==> config.mk <==
export PLATFORM = sky130hd
export DESIGN_NAME = pe_acc
export DESIGN_NICKNAME = d
export VERILOG_FILES = /design/src/rtl/pe_acc.sv
export SDC_FILE = /design/constraint.sdc
export NUM_CORES = 1
export LEC_CHECK = 0
export ABC_CLOCK_PERIOD_IN_PS = 5900
export CAP_MARGIN = 20
export CORE_MARGIN = 2
export CORE_UTILIZATION = 40
export DETAILED_ROUTE_END_ITERATION = 10
export PLACE_DENSITY = 0.75
export SETUP_SLACK_MARGIN = 0.1
export SYNTH_ARGS = -nofsm -noshare
export SYNTH_HDL_FRONTEND = slang
export SYNTH_SLANG_ARGS = --single-unit
export TNS_END_PERCENT = 10
==> constraint.sdc <==
create_clock -name clk -period 5.9 [get_ports clk]
set_input_delay 1.18 -clock clk [delete_from_list [all_inputs] [get_ports clk]]
set_output_delay 1.18 -clock clk [all_outputs]
set_load 0.03 [all_outputs]
==> src/rtl/pe_acc.sv <==
// Accumulates NUM_BLK consecutive 2x2 partial-product tiles into one output tile
// held in a one-entry valid/ready register. Optional macro PE_ACC_SAT_EN selects saturating adds.
module pe_acc #(
    parameter int IN_W    = 9,
    parameter int ACC_W   = 12,
    parameter int NUM_BLK = 2
) (
    input  logic             clk,
    input  logic             rst,
    input  logic             in_val,
    input  logic [IN_W-1:0]  c11,
    input  logic [IN_W-1:0]  c12,
    input  logic [IN_W-1:0]  c21,
    input  logic [IN_W-1:0]  c22,
    input  logic             clr,
    output logic             out_val,
    input  logic             out_rdy,
    output logic [ACC_W-1:0] d11,
    output logic [ACC_W-1:0] d12,
    output logic [ACC_W-1:0] d21,
    output logic [ACC_W-1:0] d22,
    output logic [7:0]       blk_cnt,
`ifdef PE_ACC_SAT_EN
    output logic             sat,
`endif
    output logic             ovf
);

    localparam logic [7:0] LAST = 8'(NUM_BLK - 1);

    logic [3:0][ACC_W-1:0] acc;
    logic [3:0][ACC_W-1:0] c_ext;
    logic [3:0][ACC_W:0]   wide;
    logic [3:0][ACC_W-1:0] result;
    logic [3:0][ACC_W-1:0] d_reg;
    logic                  first;
    logic                  done;
`ifdef PE_ACC_SAT_EN
    logic [3:0]            sat_flag;
    logic [3:0]            sat_next;
`endif

    assign d11 = d_reg[0];
    assign d12 = d_reg[1];
    assign d21 = d_reg[2];
    assign d22 = d_reg[3];

    // A beat coincident with clr starts a fresh tile, exactly like a beat at blk_cnt==0.
    always_comb begin
        c_ext[0] = ACC_W'(c11);
        c_ext[1] = ACC_W'(c12);
        c_ext[2] = ACC_W'(c21);
        c_ext[3] = ACC_W'(c22);
        first    = clr || (blk_cnt == 8'd0);
        done     = in_val && (first ? (NUM_BLK == 1) : (blk_cnt == LAST));
`ifdef PE_ACC_SAT_EN
        sat_next = 4'b0000;
`endif
        for (int i = 0; i < 4; i++) begin
            wide[i]   = {1'b0, acc[i]} + {1'b0, c_ext[i]};
            result[i] = first ? c_ext[i] : wide[i][ACC_W-1:0];
`ifdef PE_ACC_SAT_EN
            if (!first) begin
                sat_next[i] = sat_flag[i] | wide[i][ACC_W];
                if (wide[i][ACC_W]) begin
                    result[i] = '1;
                end
            end
`endif
        end
    end

    // On completion acc is left alone: the next accepted beat reloads it anyway.
    always_ff @(posedge clk or posedge rst) begin
        if (rst) begin
            acc     <= '0;
            blk_cnt <= 8'd0;
            out_val <= 1'b0;
            d_reg   <= '0;
            ovf     <= 1'b0;
`ifdef PE_ACC_SAT_EN
            sat_flag <= 4'b0000;
            sat      <= 1'b0;
`endif
        end else begin
            if (in_val) begin
                if (done) begin
                    blk_cnt <= 8'd0;
                end else begin
                    blk_cnt <= first ? 8'd1 : blk_cnt + 8'd1;
                    acc     <= result;
`ifdef PE_ACC_SAT_EN
                    sat_flag <= sat_next;
`endif
                end
            end else if (clr) begin
                blk_cnt <= 8'd0;
`ifdef PE_ACC_SAT_EN
                sat_flag <= 4'b0000;
`endif
            end

            if (done) begin
                if (!out_val || out_rdy) begin
                    d_reg   <= result;
                    out_val <= 1'b1;
`ifdef PE_ACC_SAT_EN
                    sat     <= |sat_next;
`endif
                end else begin
                    ovf <= 1'b1;
                end
            end else if (out_val && out_rdy) begin
                out_val <= 1'b0;
            end
        end
    end

endmodule

==> flow_metrics.env, run 1 <==
export IMPL_status="completed"
export IMPL_die_h_um=128
export IMPL_cp_slowest_stage_delay_ns=0.48
export IMPL_yosysTopAreaCellShare_pct=43.5
export IMPL_drv_cap=0
export IMPL_fin_tns_setup_ns=0
export IMPL_yosys_cell_types_count=45
export IMPL_num_vias=5163
export IMPL_layout_nets=847
export IMPL_hp_class="flip-flop to flip-flop"
export IMPL_drc_errors=0
export IMPL_grt_overflow=0
export IMPL_yosys_warnings=0
export IMPL_cp_common_cell="a21o_1"
export IMPL_antenna_found_initial=0
export IMPL_grt_max_degree=79
export IMPL_syn_inst=675
export IMPL_synth_async_sr_flop_share_pct=100
export IMPL_finalWirelength_um=14700
export IMPL_fin_area_mm2=0.00755
export IMPL_synth_common_cells="dfrtp_1, nand2_1, a21oi_1, o21ai_0, nor2_1"
export IMPL_avgRoutedWirePerCell_um=15.4
export IMPL_ys_ff_latch=106
export IMPL_critPathRequiredTime_ns=6.15
export IMPL_finalSetupViolCount=0
export IMPL_ant_nets=0
export IMPL_grt_total_usage_pct=18.8
export IMPL_synthToLayoutAreaGrowth_pct=23.7
export IMPL_dieArea_mm2=0.0163
export IMPL_grt_pass1_wl_um=24400
export IMPL_start_util_pct=40.6
export IMPL_start_kind="input pin"
export IMPL_synth_top_area_cell="dfrtp_1"
export IMPL_coreArea_mm2=0.0150
export IMPL_clkLatencyLatePin_ns=0.35
export IMPL_synth_edff_count=0
export IMPL_syn_nets=759
export IMPL_clkSinkCount=106
export IMPL_powerDensity_mw_per_mm2=399
export IMPL_h_tree_depth=3
export IMPL_endpoint_kind="flip-flop"
export IMPL_post_cts_setup_buffers=0
export IMPL_fin_skew_ns=0.00914
export IMPL_cts_resized=0
export IMPL_cp_slowest_cell="clkdlybuf4s50_1"
export IMPL_hold_viol_final=0
export IMPL_syn_area_per_cell_um2=9.04
export IMPL_cts_tree="yes"
export IMPL_hpwl_um=10300
export IMPL_drt_first_pass_iters=4
export IMPL_grt_pass1_vias=5005
export IMPL_fin_crit_ns=3.34
export IMPL_rows=45
export IMPL_cp_max_fo=3
export IMPL_fin_util_pct=50.2
export IMPL_synthMostInstantiatedCell="dfrtp_1"
export IMPL_die_width_um=128
export IMPL_viasPerCell=5.40
export IMPL_arrival_ns=3.59
export IMPL_worstMarginPinSlew_ns=0.964
export IMPL_cellLeakagePower_uw=0.00335
export IMPL_cpLargestDelayFamily="compound AO/OA/AOI/OAI gates"
export IMPL_fmax_mhz=299
export IMPL_peakVddDrop_mv=0.178
export IMPL_ios=99
export IMPL_synthTopCellsByArea="dfrtp_1, ha_1, a21oi_1, o21ai_0, nand2_1"
export IMPL_clockBufferDepth=2
export IMPL_syn_area_mm2=0.00610
export IMPL_synth_flop_cell="dfrtp_1"
export IMPL_ys_seq_area_share_pct=43.5
export IMPL_root_buffer="clkbuf_16"
export IMPL_diodes=0
export IMPL_path_cells="clkdlybuf4s50_1, ha_1, inv_1, fa_1, nor2b_1, o2111ai_1, a21boi_0, o21ai_0, a21o_1, a21o_1"
export IMPL_relSlewSlack_pct=35.8
export IMPL_rsz0062_at_grt="no"
export IMPL_dpl_cell_area_mm2=0.00723
export IMPL_numCtsBuffers=9
export IMPL_finalCritPeriodShare_pct=56.6
export IMPL_critical_path_class="input pin to flip-flop"
export IMPL_critical_path_buf_inv_count=2
export IMPL_drt_iter0_markers=317
export IMPL_finalMaxSlewViolations=0
export IMPL_portBuffers=98
export IMPL_clkTransAtPathRegs_ns=0.07
export IMPL_ctsHoldBuffers=0
export IMPL_drive_gt1_share_pct=4.69
export IMPL_gp_congestion=0.844
sequential cells by signal, summed over array words and instances, names as in the netlist:
register and count:
out_val 1, d21 12, d12 12, d11 12, ovf 1, acc 48
blk_cnt 8, d22 12
report_power, final:
part           switching [uW]  leakage, uW  total (uW)  internal [uW]
clock network             269     0.000143         610            341
logic                     764      0.00187        1330            565
registers                 147      0.00134        1070            926
through the flow:
step	setup WS (ns)	hold WS (ns)	power [uW]	instances
global placement	2.25	0.459	2380	938
floorplan	1.93	0.454	1950	675
finish	2.56	0.477	3010	956
global route	2.34	0.490	3220	956
CTS	2.50	0.484	3030	954
detailed placement	2.14	0.469	2410	938
cells by family (layout without fill, tap and decap cells):
logic type	Yosys count	count (layout)	synth area share, %
flip-flops	106	106	43.5
AND/OR/NAND/NOR	200	200	14.7
multiplexers	12	12	1.97
XOR/XNOR	33	33	4.74
AO/OA/AOI/OAI	231	231	22.2
adder cells (fa/ha/maj)	43	43	9.31
buffers and inverters	50	143	3.63
routing by layer:
| metal | share of wire (%) | global-route usage [%] |
|---|---|---|
| met1 | 45 | 24.6 |
| met2 | 48 | 31.5 |
| met3 | 5.8 | 3.06 |
| met4 | 1.7 | 6.72 |
| met5 | 0 | 0 |
worst paths after layout:
| kind | startpoint | cells after the start | endpoint | slack (ns) |
|---|---|---|---|---|
| worst max-delay path | c22[0] | 10 | acc[46] | 2.56 |
| worst min-delay path | d12[2] | 2 | d12[2] | 0.48 |
| worst max register to register | blk_cnt[2] | 6 | acc[31] | 3.11 |
| worst min register to register | d12[2] | 2 | d12[2] | 0.48 |
| max in group asynchronous | rst | 3 | d11[5] | 3.52 |
| min in group asynchronous | rst | 2 | d12[8] | 1.39 |
layout make-up:
| type | count | area (um2) |
|---|---|---|
| timing repair buffer | 106 | 1050 |
| fill | 1378 | 7480 |
| clock inverter | 4 | 51.3 |
| sequential | 106 | 2650 |
| multi-input combinational | 519 | 3230 |
| clock buffer | 12 | 246 |
| inverter | 21 | 81.3 |
| tap | 188 | 235 |
worst register-to-register path: cells and delay by family (launching register included):
family / cells / cell delay [ns]
DFF: 1 / 0.44
buffers and inverters: 1 / 0.39
AOI/OAI and AO/OA: 3 / 0.99
and+or+nand+nor: 2 / 0.89
layout by cell type (no fill, tap or decap), drive strengths merged, types with 8 or more instances in the layout:
cell type | Yosys | layout
buf | 15 | 8
a21o | 23 | 23
and3 | 10 | 10
o21ai | 77 | 77
clkbuf | 14 | 12
dfrtp | 106 | 106
nor3 | 16 | 16
mux2i | 12 | 12
a31oi | 21 | 21
ha | 39 | 39
xor2 | 16 | 16
nor2b | 10 | 10
nand2 | 89 | 89
nor2 | 53 | 53
o31ai | 8 | 8
xnor2 | 17 | 17
inv | 21 | 21
clkdlybuf4s50 | 0 | 98
a21oi | 74 | 74
Note: power is estimated with default switching activity, not from simulation.
==> run 2: changes to the inputs <==
- ABC_CLOCK_PERIOD_IN_PS: 5900 -> 3150
- clock period: 5.9 -> 3.15 ns (I/O delays scaled with it)
==> run 2 against run 1 <==
Clock power up 95%. Non-clock buffer count rose by 6. Count of clock-buffer cells in the layout shrank 2. First-iteration DRC count down 18%. Global-route usage up 0.75 points.
==> flow_metrics.env, run 2 (same netlist as run 1, synthesis figures left out) <==
export IMPL_status="completed"
export IMPL_grt_total_usage_pct=19.5
export IMPL_cellLeakagePower_uw=0.00339
export IMPL_synthToLayoutAreaGrowth_pct=25.2
export IMPL_powerDensity_mw_per_mm2=747
export IMPL_ios=99
export IMPL_drv_cap=0
export IMPL_ant_nets=0
export IMPL_numCtsBuffers=9
export IMPL_clkTransAtPathRegs_ns=0.06
export IMPL_path_cells="clkdlybuf4s50_1, ha_1, inv_1, fa_1, nor2b_1, o211ai_1, a21oi_1, o21ai_0, or3_1, o21ai_0"
export IMPL_viasPerCell=5.42
export IMPL_cts_resized=0
export IMPL_critical_path_buf_inv_count=2
export IMPL_fin_util_pct=50.8
export IMPL_grt_pass1_wl_um=25500
export IMPL_reg2reg_to="d12[2]"
export IMPL_antenna_found_initial=0
export IMPL_gp_congestion=0.842
export IMPL_rows=45
export IMPL_r2r_setup_slack_ns=0.61
export IMPL_root_buffer="clkbuf_16"
export IMPL_fin_crit_ns=2.65
export IMPL_worstMarginPinSlew_ns=0.614
export IMPL_ctsHoldBuffers=0
export IMPL_hold_start="d22[8]"
export IMPL_drt_first_pass_iters=4
export IMPL_finalMaxSlewViolations=0
export IMPL_critPathRequiredTime_ns=3.41
export IMPL_grt_pass1_vias=5261
export IMPL_h_tree_depth=3
export IMPL_final_cells=961
export IMPL_largest_reg_flops=48
export IMPL_finalWirelength_um=14900
export IMPL_peakVddDrop_mv=0.461
export IMPL_post_cts_setup_buffers=0
export IMPL_dpl_cell_area_mm2=0.00733
export IMPL_regMostFlops="acc"
export IMPL_coreArea_mm2=0.0150
export IMPL_avgRoutedWirePerCell_um=15.6
export IMPL_endpoint_kind="flip-flop"
export IMPL_portBuffers=98
export IMPL_cts_tree="yes"
export IMPL_cp_slowest_cell="clkdlybuf4s50_1"
export IMPL_ff2ff_path_depth=7
export IMPL_clockBufferDepth=2
export IMPL_cp_common_cell="o21ai_0"
export IMPL_placed_cells=946
export IMPL_grt_max_degree=92
export IMPL_num_vias=5213
export IMPL_reg2reg_from="blk_cnt[2]"
export IMPL_fmax_mhz=378
export IMPL_drive_gt1_share_pct=5.43
export IMPL_layout_commonest_cell="dfrtp_1"
export IMPL_hold_slack_ns=0.476
export IMPL_fin_area_mm2=0.00764
export IMPL_finalSetupViolCount=0
export IMPL_hp_class="flip-flop to flip-flop"
export IMPL_hold_end="d22[8]"
export IMPL_rsz0062_at_grt="no"
export IMPL_clkSinkCount=106
export IMPL_start_kind="input pin"
export IMPL_grt_overflow=0
export IMPL_finalCritPeriodShare_pct=84.1
export IMPL_start_util_pct=40.6
export IMPL_hpwl_um=10600
export IMPL_cp_max_fo=3
export IMPL_cpLargestDelayFamily="compound AO/OA/AOI/OAI gates"
export IMPL_die_h_um=128
export IMPL_critical_path_class="input pin to flip-flop"
export IMPL_layout_nets=853
export IMPL_cp_slowest_stage_delay_ns=0.50
export IMPL_dieArea_mm2=0.0163
export IMPL_drc_errors=0
export IMPL_fin_skew_ns=0.00852
export IMPL_fin_tns_setup_ns=0
export IMPL_relSlewSlack_pct=59.0
export IMPL_path_depth=10
export IMPL_drt_iter0_markers=261
export IMPL_clkLatencyLatePin_ns=0.35
export IMPL_final_cell_mix="dfrtp_1, clkdlybuf4s50_1, nand2_1"
export IMPL_hold_viol_final=0
export IMPL_arrival_ns=2.91
export IMPL_hold_depth=2
export IMPL_diodes=0
export IMPL_die_width_um=128
==> run 2: area by class of cell <==
type	count	area (um2)
Multi-Input combinational cell	519	3230
Timing Repair Buffer	112	1120
Tap cell	188	235
Inverter	21	82.6
Clock buffer	10	229
Clock inverter	5	80.1
Fill cell	1425	7400
Sequential cell	106	2650
==> run 2: power breakdown <==
part	switching, uW	internal (uW)
clock	503	691
combinational	1450	1080
sequential	253	1730
==> run 2: metal layers <==
metal	GRT usage (%)	routed length, um
met5	0	0
met4	4.78	195
met3	4.94	744
met2	34.1	7480
met1	24.2	6530
==> run 2: per-stage QoR <==
stage	total power (uW)	worst slack [ns]
CTS	5760	0.501
global route	6100	0.339
global placement	4490	0.205
floorplan	3660	0.858
detailed placement	4540	0.144
finish	5710	0.502
==> run 2: worst max-delay path by stage <==
stage,startpoint,endpoint
3_3_place_gp,c22[0],acc[46]
4_1_cts,c12[0],acc[22]
5_1_grt,c12[0],acc[22]
2_1_floorplan,c22[0],acc[46]
3_5_place_dp,c12[0],acc[22]
6_report,c12[0],acc[22]
==> run 2: worst reg2reg max path: cells and delay by family (launching register included) <==
family	cells	cell delay [ns]
flops	1	0.45
buf+inv	1	0.25
simple gates	3	1.00
compound gates	3	0.69
